File: src/rtl/ddr3_cmd_sched_if.sv
// CPU request / DDR3 command bus bundle for the command scheduler.
// master = request source and command sink, slave = scheduler.
interface ddr3_cmd_sched_if #(
  parameter int unsigned ROW_W = 15,
  parameter int unsigned COL_W = 10
);
  logic             req_valid;
  logic             req_ready;
  logic             req_we;
  logic [2:0]       req_bank;
  logic [ROW_W-1:0] req_row;
  logic [COL_W-1:0] req_col;
  logic             cmd_valid;
  logic [2:0]       cmd_op;
  logic [2:0]       cmd_bank;
  logic [ROW_W-1:0] cmd_addr;

  modport master (
    output req_valid, req_we, req_bank, req_row, req_col,
    input  req_ready, cmd_valid, cmd_op, cmd_bank, cmd_addr
  );

  modport slave (
    input  req_valid, req_we, req_bank, req_row, req_col,
    output req_ready, cmd_valid, cmd_op, cmd_bank, cmd_addr
  );
endinterface

File: src/rtl/ddr3_cmd_sched.sv
// DDR3 command scheduler: one request at a time, per-bank open-row tracking,
// ACT/RD/WR/PRE timing (tRCD/tRP/tCCD) and periodic PREA+REF refresh.
module ddr3_cmd_sched #(
  parameter int unsigned ROW_W  = 15,
  parameter int unsigned COL_W  = 10,
  parameter int unsigned T_RCD  = 3,
  parameter int unsigned T_RP   = 3,
  parameter int unsigned T_RFC  = 20,
  parameter int unsigned T_REFI = 200,
  parameter int unsigned T_CCD  = 4
) (
  input  logic              cpu_clk,
  input  logic              reset,
  input  logic              init_done,
  ddr3_cmd_sched_if.slave   bus,
  output logic              ref_pending,
  output logic              busy
);

  localparam int unsigned T_MAX0 = (T_RCD > T_RP) ? T_RCD : T_RP;
  localparam int unsigned T_MAX  = (T_RFC > T_MAX0) ? T_RFC : T_MAX0;
  localparam int unsigned WAIT_W = $clog2(T_MAX + 1);
  localparam int unsigned CCD_W  = $clog2(T_CCD + 1);
  localparam int unsigned REFI_W = $clog2(T_REFI + 1);

  localparam logic [2:0] OP_NOP  = 3'd0;
  localparam logic [2:0] OP_ACT  = 3'd1;
  localparam logic [2:0] OP_RD   = 3'd2;
  localparam logic [2:0] OP_WR   = 3'd3;
  localparam logic [2:0] OP_PRE  = 3'd4;
  localparam logic [2:0] OP_PREA = 3'd5;
  localparam logic [2:0] OP_REF  = 3'd6;

  // A10 high selects all banks for a precharge.
  localparam logic [ROW_W-1:0] PREA_ADDR = ROW_W'(1024);

  typedef enum logic [3:0] {
    S_IDLE, S_ACT, S_RCD_WAIT, S_RW, S_PRE, S_RP_WAIT,
    S_PREA, S_RP_ALL_WAIT, S_REF, S_RFC_WAIT
  } state_t;

  state_t             r_state;
  logic [WAIT_W-1:0]  r_wait;
  logic [CCD_W-1:0]   r_ccd;
  logic [REFI_W-1:0]  r_refi;
  logic [7:0]         r_open;
  logic [ROW_W-1:0]   r_row [8];
  logic               r_we;
  logic [2:0]         r_bank;
  logic [ROW_W-1:0]   r_req_row;
  logic [COL_W-1:0]   r_req_col;

  logic               w_accept;
  logic               w_hit;
  logic               w_any_open;
  logic               w_ref_start;
  logic               w_rw_issue;
  logic               w_ref_issue;
  logic               w_expire;
  logic               w_ref_pend_nxt;
  logic               w_idle_nxt;
  logic [CCD_W-1:0]   w_ccd_nxt;

  // Next-cycle view of the FSM, used to register req_ready/busy one cycle ahead.
  always_comb begin
    w_accept       = (r_state == S_IDLE) && bus.req_valid && bus.req_ready;
    w_hit          = r_open[bus.req_bank] && (r_row[bus.req_bank] == bus.req_row);
    w_any_open     = |r_open;
    w_ref_start    = (r_state == S_IDLE) && !w_accept && ref_pending && init_done;
    w_rw_issue     = (w_accept && w_hit) ||
                     (((r_state == S_ACT) || (r_state == S_RCD_WAIT)) && (r_wait == '0));
    w_ref_issue    = (w_ref_start && !w_any_open) ||
                     (((r_state == S_PREA) || (r_state == S_RP_ALL_WAIT)) && (r_wait == '0));
    w_expire       = init_done && (r_refi == '0);
    w_ref_pend_nxt = w_expire || (ref_pending && !w_ref_issue);
    w_ccd_nxt      = w_rw_issue ? CCD_W'(T_CCD - 1) :
                     ((r_ccd != '0) ? r_ccd - CCD_W'(1) : r_ccd);
    w_idle_nxt     = 1'b1;
    case (r_state)
      S_IDLE:                                  w_idle_nxt = !w_ref_start && (!w_accept || w_hit);
      S_ACT, S_RCD_WAIT, S_REF, S_RFC_WAIT:    w_idle_nxt = (r_wait == '0);
      S_PRE, S_RP_WAIT, S_PREA, S_RP_ALL_WAIT: w_idle_nxt = 1'b0;
      default:                                 w_idle_nxt = 1'b1;
    endcase
  end

  always_ff @(posedge cpu_clk) begin
    if (reset) begin
      r_state       <= S_IDLE;
      r_wait        <= '0;
      r_ccd         <= '0;
      r_refi        <= '0;
      r_open        <= '0;
      for (int i = 0; i < 8; i++) r_row[i] <= '0;
      r_we          <= 1'b0;
      r_bank        <= '0;
      r_req_row     <= '0;
      r_req_col     <= '0;
      bus.cmd_valid <= 1'b0;
      bus.cmd_op    <= OP_NOP;
      bus.cmd_bank  <= '0;
      bus.cmd_addr  <= '0;
      bus.req_ready <= 1'b0;
      ref_pending   <= 1'b0;
      busy          <= 1'b0;
    end else begin
      bus.cmd_valid <= 1'b0;
      bus.cmd_op    <= OP_NOP;
      bus.cmd_bank  <= '0;
      bus.cmd_addr  <= '0;
      r_wait        <= (r_wait != '0) ? r_wait - WAIT_W'(1) : r_wait;
      r_ccd         <= w_ccd_nxt;
      ref_pending   <= w_ref_pend_nxt;
      busy          <= !w_idle_nxt;
      bus.req_ready <= w_idle_nxt && init_done && !w_ref_pend_nxt && (w_ccd_nxt == '0);

      // Refresh interval timer; frozen until the DRAM is initialised.
      if (!init_done || (r_refi == '0)) r_refi <= REFI_W'(T_REFI - 1);
      else                              r_refi <= r_refi - REFI_W'(1);

      case (r_state)
        S_IDLE: begin
          if (w_accept) begin
            r_we      <= bus.req_we;
            r_bank    <= bus.req_bank;
            r_req_row <= bus.req_row;
            r_req_col <= bus.req_col;
            bus.cmd_valid <= 1'b1;
            bus.cmd_bank  <= bus.req_bank;
            if (w_hit) begin
              bus.cmd_op   <= bus.req_we ? OP_WR : OP_RD;
              bus.cmd_addr <= ROW_W'(bus.req_col);
              r_state      <= S_IDLE;
            end else if (r_open[bus.req_bank]) begin
              bus.cmd_op           <= OP_PRE;
              r_open[bus.req_bank] <= 1'b0;
              r_wait               <= WAIT_W'(T_RP - 1);
              r_state              <= S_PRE;
            end else begin
              bus.cmd_op           <= OP_ACT;
              bus.cmd_addr         <= bus.req_row;
              r_open[bus.req_bank] <= 1'b1;
              r_row[bus.req_bank]  <= bus.req_row;
              r_wait               <= WAIT_W'(T_RCD - 1);
              r_state              <= S_ACT;
            end
          end else if (w_ref_start) begin
            bus.cmd_valid <= 1'b1;
            if (w_any_open) begin
              bus.cmd_op   <= OP_PREA;
              bus.cmd_addr <= PREA_ADDR;
              r_open       <= '0;
              r_wait       <= WAIT_W'(T_RP - 1);
              r_state      <= S_PREA;
            end else begin
              bus.cmd_op <= OP_REF;
              r_wait     <= WAIT_W'(T_RFC - 1);
              r_state    <= S_REF;
            end
          end
        end
        S_ACT, S_RCD_WAIT: begin
          if (r_wait == '0) begin
            bus.cmd_valid <= 1'b1;
            bus.cmd_op    <= r_we ? OP_WR : OP_RD;
            bus.cmd_bank  <= r_bank;
            bus.cmd_addr  <= ROW_W'(r_req_col);
            r_state       <= S_IDLE;
          end else begin
            r_state <= S_RCD_WAIT;
          end
        end
        S_PRE, S_RP_WAIT: begin
          if (r_wait == '0) begin
            bus.cmd_valid  <= 1'b1;
            bus.cmd_op     <= OP_ACT;
            bus.cmd_bank   <= r_bank;
            bus.cmd_addr   <= r_req_row;
            r_open[r_bank] <= 1'b1;
            r_row[r_bank]  <= r_req_row;
            r_wait         <= WAIT_W'(T_RCD - 1);
            r_state        <= S_ACT;
          end else begin
            r_state <= S_RP_WAIT;
          end
        end
        S_PREA, S_RP_ALL_WAIT: begin
          if (r_wait == '0) begin
            bus.cmd_valid <= 1'b1;
            bus.cmd_op    <= OP_REF;
            r_wait        <= WAIT_W'(T_RFC - 1);
            r_state       <= S_REF;
          end else begin
            r_state <= S_RP_ALL_WAIT;
          end
        end
        S_REF, S_RFC_WAIT: begin
          r_state <= (r_wait == '0) ? S_IDLE : S_RFC_WAIT;
        end
        default: r_state <= S_IDLE;
      endcase
    end
  end

endmodule

File: src/flat_wrapper.sv
// flat-port wrapper written by rule: the top's interface ports become plain ports
module ddr3_cmd_sched_flat 
#(
  parameter int unsigned ROW_W  = 15,
  parameter int unsigned COL_W  = 10,
  parameter int unsigned T_RCD  = 3,
  parameter int unsigned T_RP   = 3,
  parameter int unsigned T_RFC  = 20,
  parameter int unsigned T_REFI = 200,
  parameter int unsigned T_CCD  = 4
)
  (cpu_clk, reset, init_done, ref_pending, busy, bus_req_valid, bus_req_we, bus_req_bank, bus_req_row, bus_req_col, bus_req_ready, bus_cmd_valid, bus_cmd_op, bus_cmd_bank, bus_cmd_addr);
  ddr3_cmd_sched_if #(.ROW_W(ROW_W), .COL_W(COL_W)) bus_i ();
  input  logic cpu_clk;
  input  logic reset;
  input  logic init_done;
  output logic ref_pending;
  output logic busy;
  input wire logic [$bits(bus_i.req_valid)-1:0] bus_req_valid;
  input wire logic [$bits(bus_i.req_we)-1:0] bus_req_we;
  input wire logic [$bits(bus_i.req_bank)-1:0] bus_req_bank;
  input wire logic [$bits(bus_i.req_row)-1:0] bus_req_row;
  input wire logic [$bits(bus_i.req_col)-1:0] bus_req_col;
  output wire logic [$bits(bus_i.req_ready)-1:0] bus_req_ready;
  output wire logic [$bits(bus_i.cmd_valid)-1:0] bus_cmd_valid;
  output wire logic [$bits(bus_i.cmd_op)-1:0] bus_cmd_op;
  output wire logic [$bits(bus_i.cmd_bank)-1:0] bus_cmd_bank;
  output wire logic [$bits(bus_i.cmd_addr)-1:0] bus_cmd_addr;
  assign bus_i.req_valid = bus_req_valid;
  assign bus_i.req_we = bus_req_we;
  assign bus_i.req_bank = bus_req_bank;
  assign bus_i.req_row = bus_req_row;
  assign bus_i.req_col = bus_req_col;
  assign bus_req_ready = bus_i.req_ready;
  assign bus_cmd_valid = bus_i.cmd_valid;
  assign bus_cmd_op = bus_i.cmd_op;
  assign bus_cmd_bank = bus_i.cmd_bank;
  assign bus_cmd_addr = bus_i.cmd_addr;
  ddr3_cmd_sched #(.ROW_W(ROW_W), .COL_W(COL_W), .T_RCD(T_RCD), .T_RP(T_RP), .T_RFC(T_RFC), .T_REFI(T_REFI), .T_CCD(T_CCD)) u_core (.cpu_clk(cpu_clk), .reset(reset), .init_done(init_done), .bus(bus_i), .ref_pending(ref_pending), .busy(busy));
endmodule
File: config.mk
export PLATFORM = sky130hd
export DESIGN_NAME = ddr3_cmd_sched_flat
export DESIGN_NICKNAME = d
export VERILOG_FILES = /design/src/rtl/ddr3_cmd_sched_if.sv /design/src/rtl/ddr3_cmd_sched.sv /design/src/flat_wrapper.sv
export SDC_FILE = /design/constraint.sdc
export NUM_CORES = 1
export LEC_CHECK = 0
export BUFFER_PORTS_ARGS = -buffer_cell sky130_fd_sc_hd__clkbuf_2
export CORE_MARGIN = 10
export CORE_UTILIZATION = 30
export DETAILED_ROUTE_END_ITERATION = 8
export PLACE_DENSITY_LB_ADDON = 0.12
export SKIP_LAST_GASP = 1
export SLEW_MARGIN = 20
export SYNTH_ARGS = -nofsm -noshare
export SYNTH_HDL_FRONTEND = slang
export SYNTH_SLANG_ARGS = --single-unit
File: constraint.sdc
create_clock -name cpu_clk -period 4.35 [get_ports cpu_clk]
set_input_delay 0.435 -clock cpu_clk [delete_from_list [all_inputs] [get_ports cpu_clk]]
set_output_delay 0.435 -clock cpu_clk [all_outputs]
set_load 0.02 [all_outputs]
==> results.toml <==
[flow_run]
drv_cap = 0

[placement]
placedInstanceArea_mm2 = 0.01016
routabilityCongestion = 0.8317
place.detailed.hpwl_um = 19450
io_buffer_count = 57

[global_route]
gr-total-overflow = 0
number_of_antenna_violations_at_the_first_check_in_global_routing = 0
grt_first_pass_wirelength_um = 43330
globalRouteTotalUtil = 0.1426
vias_in_the_first_global_route = 7001
grt_max_degree = 31

[synth]
synth-seq-cells = 202
synth_top_cell_by_area = "sky130_fd_sc_hd__edfxtp_1"
synthesis.instances = 871
biggest_area_contributors_in_the_synthesized_netlist = "sky130_fd_sc_hd__edfxtp_1 (39%), sky130_fd_sc_hd__dfxtp_1 (18%), sky130_fd_sc_hd__nor2_1 (6.1%)"
syn_area_per_cell_um2 = 10.73
postSynth.asyncResetShare = 0
netlist-cell-type-count = 64
ys.warnings.count = 0
edff_count_synth = 120
synth_sequential_area_ratio = 0.5611
postSynthNetCount = 910
ys.flop_type = "sky130_fd_sc_hd__edfxtp_1"
synth_top_cell_area_share = 0.3855
post_synthesis_instance_area_mm2 = 0.009348

[power_and_ir_drop]
vdd.ir_drop.worst_mv = 0.2745
power-per-cell-area_mw_per_mm2 = 456.7
total_leakage_power_nw = 4.044

[outcome]
run_status = "completed"

[finish]
finalNetCount = 977
postLayoutCellArea_mm2 = 0.01094
total_area_of_multi_input_combinational_cells_mm2 = 0.003712
area.sequential_mm2 = 0.005245
layout_area_overhead_pct = 17.08
final_layout_size_suffix_gt1_frac = 0.1726
antenna-diode-count = 0
nFillCells = 3112

[floorplan]
initial_standard_cell_utilization_of_the_core = 0.3048
top_level_ports = 58
chipHeight_um = 196.5
die_x_um = 196.5
placementRows = 64
floorplan.die_area_mm2 = 0.03862
core_area_mm2 = 0.03067

[clock_network]
clock_tree_from_tritoncts = "built"
clock_insertion_delay_worst_skew_ns = 0.55
tritoncts_num_sinks = 202
cts.root.buffer_cell = "sky130_fd_sc_hd__clkbuf_16"
post-cts-setup-buffer-count = 0
htreeDepth = 1
cts_repair_resize_count = 0
hold_buffers = 0
cts.clk_slew.worst_paths_ns = 0.06
numCtsBuffers = 24
cts_max_path_buffers = 3

[sta]
slew_violations = 0
tightest_slew_ns = 0.8179
slew_headroom = 0.4392
min_period_ns = 3.450
timing.final.crit_share = 0.7931
setup_repair_after_global_routing_missed_its_margin = "false"
final-setup-viol-count = 0
final.setup.tns_ns = 0
hold_viol_final = 0
fin_skew_ns = 0.03091
fmax_mhz = 289.9

[setup_path]
timing.critical_path.to_type = "register"
regToRegSetupSlack_ns = 0.90
critical_path_class = "reg2reg"
worst_ep_required_ns = 4.55
worstPathArrival_ns = 3.65
cp-start-kind = "register"
crit_fanout = 17

[detailed_routing]
drcViolationCount = 0
wl_um = 28120
drt_iter0_markers = 539
postRouteAntennaNets = 0
via_count_normalized_by_instance_count = 5.058
routed_wire_length_per_instance_um = 20.80
via_count = 6839
first_pass_iters = 6

[worst_hold_path]
min_path_type = "in2reg"
[cells in the mapped netlist (10+ instances only)]
| cell | instances |
|---|---|
| sky130_fd_sc_hd__inv_1 | 10 |
| sky130_fd_sc_hd__a222oi_1 | 10 |
| sky130_fd_sc_hd__a31oi_1 | 12 |
| sky130_fd_sc_hd__nor2_1 | 151 |
| sky130_fd_sc_hd__nand2_1 | 119 |
| sky130_fd_sc_hd__xor2_1 | 11 |
| sky130_fd_sc_hd__a22oi_1 | 15 |
| sky130_fd_sc_hd__edfxtp_1 | 120 |
| sky130_fd_sc_hd__nor4_1 | 12 |
| sky130_fd_sc_hd__buf_2 | 11 |
| sky130_fd_sc_hd__mux2i_1 | 52 |
| sky130_fd_sc_hd__a21oi_1 | 73 |
| sky130_fd_sc_hd__dfxtp_1 | 82 |
| sky130_fd_sc_hd__clkbuf_1 | 29 |
| sky130_fd_sc_hd__xnor2_1 | 11 |
[placed cells by master (no fill, tap or decap), types with 4 or more instances in the layout]
master                      netlist  final
sky130_fd_sc_hd__a21oi_1         73     73
sky130_fd_sc_hd__a221oi_1         5      5
sky130_fd_sc_hd__a222oi_1        10     10
sky130_fd_sc_hd__a22oi_1         15     15
sky130_fd_sc_hd__a31oi_1         12     12
sky130_fd_sc_hd__buf_12           3      5
sky130_fd_sc_hd__buf_4            2     38
sky130_fd_sc_hd__clkbuf_1        29      4
sky130_fd_sc_hd__clkbuf_16        0     24
sky130_fd_sc_hd__clkbuf_2         0     56
sky130_fd_sc_hd__clkinv_1         1      8
sky130_fd_sc_hd__clkinv_2         0      4
sky130_fd_sc_hd__dfxtp_1         82     82
sky130_fd_sc_hd__edfxtp_1       120    120
sky130_fd_sc_hd__ha_1             6      6
sky130_fd_sc_hd__inv_1           10     10
sky130_fd_sc_hd__mux2_2           9      9
sky130_fd_sc_hd__mux2i_1         52     52
sky130_fd_sc_hd__mux4_1           6      6
sky130_fd_sc_hd__mux4_2           6      6
sky130_fd_sc_hd__nand2_1        119    119
sky130_fd_sc_hd__nand2b_1         9      9
sky130_fd_sc_hd__nand3_1          9      9
sky130_fd_sc_hd__nor2_1         151    149
sky130_fd_sc_hd__nor2b_1          6      6
sky130_fd_sc_hd__nor3_1           8      8
sky130_fd_sc_hd__nor4_1          12     12
sky130_fd_sc_hd__o21ai_0          9      9
sky130_fd_sc_hd__o22ai_1          6      6
sky130_fd_sc_hd__o311ai_0         5      5
sky130_fd_sc_hd__o31ai_1          5      5
sky130_fd_sc_hd__xnor2_1         11     11
sky130_fd_sc_hd__xor2_1          11     11
[flip-flops by register name, summed over array words and instances, names as in the netlist]
signal / count
u_core.r_wait: 5
u_core.r_row: 120
u_core.r_ccd: 3
u_core.r_refi: 8
u_core.r_we: 1
u_core.bus.req_ready: 1
u_core.r_req_row: 15
u_core.r_open: 8
u_core.r_bank: 3
u_core.bus.cmd_addr: 15
u_core.busy: 1
u_core.bus.cmd_op: 3
u_core.bus.cmd_valid: 1
u_core.ref_pending: 1
u_core.bus.cmd_bank: 3
u_core.r_state: 4
u_core.r_req_col: 10
[logic make-up after synthesis]
family / after synthesis / synth area share
multiplexers: 73 / 0.09785
AND/OR/NAND/NOR: 342 / 0.1612
flip-flops: 202 / 0.5611
AO/OA/AOI/OAI: 156 / 0.1084
XOR/XNOR: 22 / 0.02061
buffers and inverters: 70 / 0.04283
adder cells (fa/ha/maj): 6 / 0.008031
[metrics by stage]
step	setup WS (ns)	total power, mW	instances	utilization	hold slack (ns)
2_1_floorplan	1.324	2.792	871	-	0.4318
3_3_place_gp	0.6875	3.043	1308	0.3314	0.4443
3_5_place_dp	0.6453	3.045	1308	0.3314	0.4495
4_1_cts	0.8775	5.066	1352	0.3568	0.1092
5_1_grt	0.6443	5.244	1352	0.3568	0.1218
6_report	0.9002	4.998	1352	0.3568	0.1297
[critical path, stage by stage, from the launching register on]
cell                       delay [ns]
sky130_fd_sc_hd__dfxtp_1         0.33
sky130_fd_sc_hd__inv_1           0.10
sky130_fd_sc_hd__ha_1            0.18
sky130_fd_sc_hd__or3b_1          0.41
sky130_fd_sc_hd__nor2_4          0.26
sky130_fd_sc_hd__clkinv_1        0.35
sky130_fd_sc_hd__nor2_2          0.19
sky130_fd_sc_hd__buf_4           0.25
sky130_fd_sc_hd__a22oi_1         0.13
sky130_fd_sc_hd__nor2_1          0.27
sky130_fd_sc_hd__nand2_1         0.11
sky130_fd_sc_hd__nand2_1         0.21
sky130_fd_sc_hd__buf_4           0.33
[layout make-up]
type,count,area share
Multi-Input combinational cell,599,0.3392
Timing Repair Buffer,100,0.06128
Tap cell,396,0.04527
Clock inverter,14,0.01246
Inverter,11,0.003773
Sequential cell,202,0.4793
Clock buffer,30,0.05876
[report_power, final]
group	internal (mW)	switching, mW	total (mW)
clock	1.17	0.836	2.00
sequential	2.14	0.0735	2.21
combinational	0.286	0.499	0.785
[worst paths after layout]
path                                           from                  end  depth (start not counted)
worst max-delay path               u_core.r_wait[0]   u_core.r_row[5][4]                         12
worst min-delay path                 bus_req_col[2]  u_core.r_req_col[2]                          3
worst min register to register  u_core.r_req_col[1]  u_core.r_req_col[1]                          2
worst max register to register     u_core.r_wait[0]   u_core.r_row[5][4]                         12
[per-layer routing]
layer / track usage / up-vias / part of all wire
met5: 0 / - / 0
met4: 0.03394 / 0 / 0.022
met3: 0.01901 / 39 / 0.038
met2: 0.2370 / 152 / 0.48
met1: 0.1924 / 3364 / 0.47
li1: - / 3284 / -
No activity file was read; power rests on OpenSTA's default activity.
